File: config.mk
export PLATFORM = sky130hd
export DESIGN_NAME = uart_rx_ctrl
export DESIGN_NICKNAME = d
export VERILOG_FILES = /design/src/rtl/uart_rx_ctrl.sv
export SDC_FILE = /design/constraint.sdc
export NUM_CORES = 1
export LEC_CHECK = 0
export ABC_CLOCK_PERIOD_IN_PS = 2000
export BUFFER_PORTS_ARGS = -buffer_cell sky130_fd_sc_hd__buf_2
export CAP_MARGIN = 20
export CORE_UTILIZATION = 59
export DETAILED_ROUTE_END_ITERATION = 6
export GPL_ROUTABILITY_DRIVEN = 1
export PLACE_DENSITY = 0.89
export SLEW_MARGIN = 20
export SYNTH_ARGS = -nofsm -noshare
export SYNTH_HDL_FRONTEND = slang
export SYNTH_SLANG_ARGS = --single-unit
File: constraint.sdc
create_clock -name clk -period 2 [get_ports clk]
set_input_delay 0.6 -clock clk [delete_from_list [all_inputs] [get_ports clk]]
set_output_delay 0.6 -clock clk [all_outputs]
set_load 0.01 [all_outputs]
File: src/rtl/uart_rx_ctrl.sv
// UART receive sequencer: oversamples i_rx and strobes each sampled bit into an external SIPO.
// Define UART_RX_PARITY_EN to add an even-parity bit between the data bits and the stop bit.
module uart_rx_ctrl #(
  parameter int unsigned CLKS_PER_BIT = 434,
  parameter int unsigned CNT_W        = 16
) (
  input  logic clk,
  input  logic rst,
  input  logic i_rx,
  output logic o_shift_ena,
  output logic o_shift_bit,
  output logic o_done,
  output logic o_frame_err,
  output logic o_parity_err,
  output logic o_busy
);

  localparam int unsigned DATA_BITS = 8;
  localparam int unsigned BIT_W     = 3;

  localparam logic [CNT_W-1:0] CNT_LAST = CNT_W'(CLKS_PER_BIT - 1);
  localparam logic [CNT_W-1:0] CNT_HALF = CNT_W'(CLKS_PER_BIT / 2 - 1);
  localparam logic [BIT_W-1:0] BIT_LAST = BIT_W'(DATA_BITS - 1);

  typedef enum logic [2:0] {
    IDLE   = 3'd0,
    START  = 3'd1,
    DATA   = 3'd2,
`ifdef UART_RX_PARITY_EN
    PARITY = 3'd3,
`endif
    STOP   = 3'd4,
    DONE   = 3'd5
  } state_t;

  state_t           state_q, state_d;
  logic [CNT_W-1:0] cnt_q, cnt_d;
  logic [BIT_W-1:0] bit_q, bit_d;
  logic             rx_meta, rx_s, rx_prev;
  logic             shift_ena_d, shift_bit_d, done_d, frame_err_d, busy_d;

`ifdef UART_RX_PARITY_EN
  logic             par_q, par_d;
  logic             parity_err_q, parity_err_d;
`endif

  // Two-flop synchronizer plus one history flop for falling-edge detection
  always_ff @(posedge clk or negedge rst) begin
    if (!rst) begin
      rx_meta <= 1'b1;
      rx_s    <= 1'b1;
      rx_prev <= 1'b1;
    end else begin
      rx_meta <= i_rx;
      rx_s    <= rx_meta;
      rx_prev <= rx_s;
    end
  end

  // State, counters and registered outputs
  always_ff @(posedge clk or negedge rst) begin
    if (!rst) begin
      state_q     <= IDLE;
      cnt_q       <= '0;
      bit_q       <= '0;
      o_shift_ena <= 1'b0;
      o_shift_bit <= 1'b0;
      o_done      <= 1'b0;
      o_frame_err <= 1'b0;
      o_busy      <= 1'b0;
`ifdef UART_RX_PARITY_EN
      par_q        <= 1'b0;
      parity_err_q <= 1'b0;
`endif
    end else begin
      state_q     <= state_d;
      cnt_q       <= cnt_d;
      bit_q       <= bit_d;
      o_shift_ena <= shift_ena_d;
      o_shift_bit <= shift_bit_d;
      o_done      <= done_d;
      o_frame_err <= frame_err_d;
      o_busy      <= busy_d;
`ifdef UART_RX_PARITY_EN
      par_q        <= par_d;
      parity_err_q <= parity_err_d;
`endif
    end
  end

`ifdef UART_RX_PARITY_EN
  assign o_parity_err = parity_err_q;
`else
  assign o_parity_err = 1'b0;
`endif

  // Next-state and next-output decode
  always_comb begin
    state_d     = state_q;
    cnt_d       = cnt_q;
    bit_d       = bit_q;
    shift_ena_d = 1'b0;
    shift_bit_d = 1'b0;
    done_d      = 1'b0;
    frame_err_d = o_frame_err;
`ifdef UART_RX_PARITY_EN
    par_d        = par_q;
    parity_err_d = parity_err_q;
`endif

    case (state_q)
      IDLE: begin
        cnt_d = '0;
        if (rx_prev && !rx_s) begin
          state_d = START;
        end
      end

      // Re-check the start bit at mid-bit to reject glitches
      START: begin
        if (cnt_q == CNT_HALF) begin
          cnt_d = '0;
          if (!rx_s) begin
            shift_ena_d = 1'b1;
            shift_bit_d = 1'b0;
            bit_d       = '0;
            frame_err_d = 1'b0;
`ifdef UART_RX_PARITY_EN
            par_d        = 1'b0;
            parity_err_d = 1'b0;
`endif
            state_d     = DATA;
          end else begin
            state_d = IDLE;
          end
        end else begin
          cnt_d = cnt_q + CNT_W'(1);
        end
      end

      DATA: begin
        if (cnt_q == CNT_LAST) begin
          cnt_d       = '0;
          shift_ena_d = 1'b1;
          shift_bit_d = rx_s;
          bit_d       = bit_q + BIT_W'(1);
`ifdef UART_RX_PARITY_EN
          par_d       = par_q ^ rx_s;
`endif
          if (bit_q == BIT_LAST) begin
`ifdef UART_RX_PARITY_EN
            state_d = PARITY;
`else
            state_d = STOP;
`endif
          end
        end else begin
          cnt_d = cnt_q + CNT_W'(1);
        end
      end

`ifdef UART_RX_PARITY_EN
      PARITY: begin
        if (cnt_q == CNT_LAST) begin
          cnt_d        = '0;
          shift_ena_d  = 1'b1;
          shift_bit_d  = rx_s;
          parity_err_d = par_q ^ rx_s;
          state_d      = STOP;
        end else begin
          cnt_d = cnt_q + CNT_W'(1);
        end
      end
`endif

      STOP: begin
        if (cnt_q == CNT_LAST) begin
          cnt_d       = '0;
          shift_ena_d = 1'b1;
          shift_bit_d = rx_s;
          frame_err_d = ~rx_s;
          state_d     = DONE;
        end else begin
          cnt_d = cnt_q + CNT_W'(1);
        end
      end

      // o_done lands one cycle later, once the SIPO has taken the stop bit
      DONE: begin
        cnt_d   = '0;
        done_d  = 1'b1;
        state_d = IDLE;
      end

      default: begin
        cnt_d   = '0;
        state_d = IDLE;
      end
    endcase

    busy_d = (state_d != IDLE);
  end

endmodule

### After elaboration in Yosys (flattened, before gate mapping)

Index checks and enable logic that the tools add are counted.

| word-level totals | value |
|---|---|
| register bits | 30 |
| logic and storage cells | 59 |

| operators by class | value |
|---|---|
| equal/unequal tests | 11 |
| bitwise logic cells | 1 |
| reduce and logical (&&, ||, !) cells | 9 |
| multiplexer cells | 25 |
| $add $sub $neg | 2 |

Operator list:

| kind | count |
|---|---|
| $mux 16 | 2 |
| $pmux 16 s2 | 1 |
| $mux 3 | 8 |
| $add 16x1->16 const B | 1 |
| $eq 16x8->1 const B | 1 |
| $eq 16x9->1 const B | 1 |
| $pmux 3 s4 | 1 |
| $eq 3x3->1 const B | 3 |
| $mux 1 | 9 |
| $ne 2x2->1 const B | 4 |
| $reduce_and 4->1 | 2 |
| $pmux 3 s2 | 1 |
| $pmux 1 s2 | 2 |
| $reduce_bool 2->1 | 2 |
| $add 3x1->3 const B | 1 |
| $eq 3x1->1 const B | 1 |
| $eq 3x2->1 const B | 1 |
| $logic_not 3->1 | 1 |
| $reduce_bool 3->1 | 1 |
| $mux 2 | 1 |
| $reduce_or 2->1 | 1 |
| $logic_and 1x1->1 | 1 |
| $logic_not 1->1 | 1 |
| $not 1->1 | 1 |

### Longest topological paths before layout

| logic depth | value |
|---|---|
| depth in word-level cells | 5 |
| depth in mapped cells | 7 |
| depth with buffers taken out | 6 |

### Least setup slack after synthesis

OpenSTA, ideal clock, no wires.

| timing | value |
|---|---|
| kind | reg-to-reg |
| start | reg cnt_q[0] |
| end | reg o_frame_err |
| clock period less this slack | 1751 ps |
| setup time | 120 ps |
| cell stages (with the launch flop) | 7 |
| data arrival time | 1632 ps |
| path slack | 249 ps |
| path buffers | 0 |
| cells stage by stage | dfrtp_1 inv_1 ha_1 nor4bb_1 nand4_1 or3_1 a31o_1 |

| on the way | value |
|---|---|
| word-level cells in the longest chain between the ends | 3 |

Ends and longest elaborated chain:

| element | RTL line | RTL |
|---|---|---|
| start: declaration | 37 | `logic [CNT_W-1:0] cnt_q, cnt_d;` |
| start signal: assignment | 77 | `cnt_q <= cnt_d;` |
| $eq 16x9->1 / $eq 16x8->1 (equally long branches) | 177, 121 |  |
| $ne 2x2->1 (no source line) | -- |  |
| $reduce_and 4->1 (no source line) * | -- |  |
| end signal: assignment | 82 | `o_frame_err <= frame_err_d;` |
| end: declaration | 13 | `output logic o_frame_err,` |

Every way passes the cells marked *; elsewhere a longest branch is shown, timed or not.
A chain may end at the register's enable or synchronous reset.

### Worst setup path after layout

Ends and elaborated chain as after synthesis.

==> impl_metrics.yaml <==
route:
  via_per_inst: 6.105
  drc: 0
  vias: 1160
  routed.top_layer: "met4"
  drtIter0Drc: 46
  drt-total-wl_mm: 2.968
  routed-wl-met2_mm: 1.477
  routedWlPerCell_um: 15.62
  m1WireLength_mm: 1.252
  route.met3.wl_um: 144
  drtAntennaViolNets: 0
  dr.pass1.iters: 4
timing:
  slew_headroom: 0.5778
  finalMaxSlewViolations: 0
  fin_worst_skew_ns: 0.006788
  post-route-min-period_ns: 1.921
  finalHoldViolCount: 0
  fmax_mhz: 520.5
  setup_violations: 0
  fin_crit_sh: 0.9607
  tightest_slew_ns: 0.6333
  setup_ws_ns: 0.07867
setup_path:
  endpoint: "o_frame_err$_DFFE_PN0P_"
  slowest_stage: "dfrtp_2"
  crit_required_ns: 2.23
  arrival_ns: 2.15
  r2r-end: "o_frame_err$_DFFE_PN0P_"
  startpoint_type: "register"
  max_stage_delay_ns: 0.46
  worstPathMaxFanout: 6
  end_kind: "register"
  worst-path-stages: 6
  critPathKind: "register to register"
  r2r_slack_ns: 0.08
  crit_start: "cnt_q[0]$_DFF_PN0_"
  path_buf_inv: 1
  reg2reg_from: "cnt_q[0]$_DFF_PN0_"
  cp_top_family: "simple AND/OR/NAND/NOR gates"
  crit_chain: "inv_1 -> ha_1 -> nor4bb_2 -> nand4_1 -> or3_4 -> a31o_1"
  worstRegToRegCells: 6
global_routing:
  grt_max_degree: 31
  antenna_found_initial: 0
  grt_pass1_wl_mm: 4.947
  grtUsageTotal: 0.2583
  grt_remaining_overflow: 0
  grt_pass1_vias: 1099
layout:
  nets: 167
  areaGrowthSynthToFinish_pct: 10.31
  final_cell_mix: "dfrtp_1 (26), nor2_1 (16), nand2_1 (10)"
  fin_area_sq_um: 1673
  num-fill-cells: 177
  layout-drive-gt1-share: 0.2125
  mostFrequentLayoutCell: "dfrtp_1"
  final_cells: 190
  diodes: 0
clock_network:
  h-tree-depth: 2
  clockBufferDepth: 2
  cts_buffers: 5
  cts-root-buf: "clkbuf_4"
  clk_latency_ns: 0.33
  cts_tree: "built"
  cts_num_sinks: 30
  clk_pin_slew_ns: 0.09
placed_design:
  place_congestion: 0.8720
  place_ws_ns: 0.09829
  io_buffer_count: 7
  place_area_sq_um: 1593
  post-dp-hpwl_mm: 2.091
  dp.cells: 181
pwr:
  peakVddDrop_v: 0.0007944
  leakage_uw: 0.0007688
  p_total_uw: 1347
  powerDensity_nw_per_um2: 805.1
synth:
  avgSynthCellArea_sq_um: 10.46
  syn_area_sq_um: 1516
  synth.distinct_cells: 38
  synth_nets: 153
  synth_seq_cells: 30
  yosys_warnings: 0
  synth_edf_count: 0
  ys_seq_area_frac: 0.4975
  syn-instance-count: 145
  synth_top_flop_cell: "dfrtp_1"
  ys_async_sr_fraction: 1.000
floorplan:
  die_h_um: 52.70
  die_area_sq_um: 2777
  die_w_um: 52.70
  coreArea_sq_um: 2455
  rows: 18
  ios: 9
  initial_utilization: 0.6177
flow_run:
  drv_cap: 0
status:
  status: "completed"
min_path:
  hp-class: "input port to async pin"
## how the worst min path moves through the flow
stage,from,endpoint,slack [ns],cells after the start
after floorplan,rst,bit_q[0]$_DFFE_PN0P_,0.30,0
after global placement,rx_meta$_DFF_PN1_,rx_s$_DFF_PN1_,0.35,0
after detailed placement,rx_meta$_DFF_PN1_,rx_s$_DFF_PN1_,0.35,0
after CTS,rst,o_done$_DFF_PN0_,0.30,1
after global routing,rst,o_shift_bit$_DFF_PN0_,0.32,1
final,rst,o_done$_DFF_PN0_,0.28,1
## routing by layer
layer / vias to the layer above / track usage
met4: 0 / 0.1535
li1: 542 / -
met2: 43 / 0.4051
met5: - / 0
met3: 14 / 0.06667
met1: 561 / 0.3176
## power breakdown
group / internal [uW] / switching [uW] / total [uW] / leakage (uW)
Combinational: 110 / 112 / 222 / 0.000340
Clock: 170 / 203 / 373 / 0.0000353
Sequential: 667 / 84.4 / 752 / 0.000393
## cell type report
class                      count  area (sq um)  area share
clock buffer                   7         55.05     0.03291
clock inverter                 1         5.005    0.002992
multi-input combinational    104         720.7      0.4308
tap                           30         37.54     0.02244
sequential                    30         755.7      0.4518
inverter                       5         18.77     0.01122
timing repair buffer          13         80.08     0.04787
## cell usage after synthesis, drive strengths merged, types with 2 or more instances
cell type	n	area, sq um
xnor2	5	43.79
a21oi	5	25.02
dfrtp	27	675.7
nor3b	2	15.01
and4	3	27.53
nand3	9	50.05
xor2	7	61.31
o31ai	5	37.54
o21ai	3	15.01
nor3	2	10.01
inv	5	18.77
ha	5	62.56
buf	5	30.02
and3	4	25.02
dfstp	3	78.83
nor4	4	55.05
nand4	6	37.54
nand2	10	37.54
or3	5	36.28
nor2	16	60.06
nor2b	2	12.51
## cell families (layout without fill, tap and decap cells)
family | count (synthesis) | after routing | synth area share
flops | 30 | 30 | 0.4975
mux | 1 | 1 | 0.006601
other cells | 1 | 1 | 0.002473
buf+inv | 11 | 26 | 0.03465
xor+xnor | 12 | 12 | 0.06931
simple gates | 68 | 68 | 0.2731
compound gates | 17 | 17 | 0.07508
fa+ha+maj | 5 | 5 | 0.04125
## through the flow
stage,hold slack [ns],util,setup TNS [ns]
after floorplan,0.3044,-,0
after global placement,0.3478,0.6488,0
after detailed placement,0.3495,0.6488,0
after CTS,0.2969,0.6733,0
after global routing,0.3239,0.6814,-0.01185
final,0.2789,0.6814,0
## registers in the layout, indices dropped and copies added, names as in the netlist
signal       flops
o_frame_err      1
o_busy           1
rx_meta          1
o_done           1
o_shift_bit      1
bit_q            3
cnt_q           16
rx_s             1
state_q          3
rx_prev          1
o_shift_ena      1
## timing repair
| item | 4_1_cts | 5_1_grt |
|---|---|---|
| endpoints found under the setup margin | 0 | 1 |
| setup buffers | 0 | 1 |
| gates resized for setup | 0 | 3 |
| hold buffers | 0 | 0 |
No activity file was read; power rests on OpenSTA's default activity.
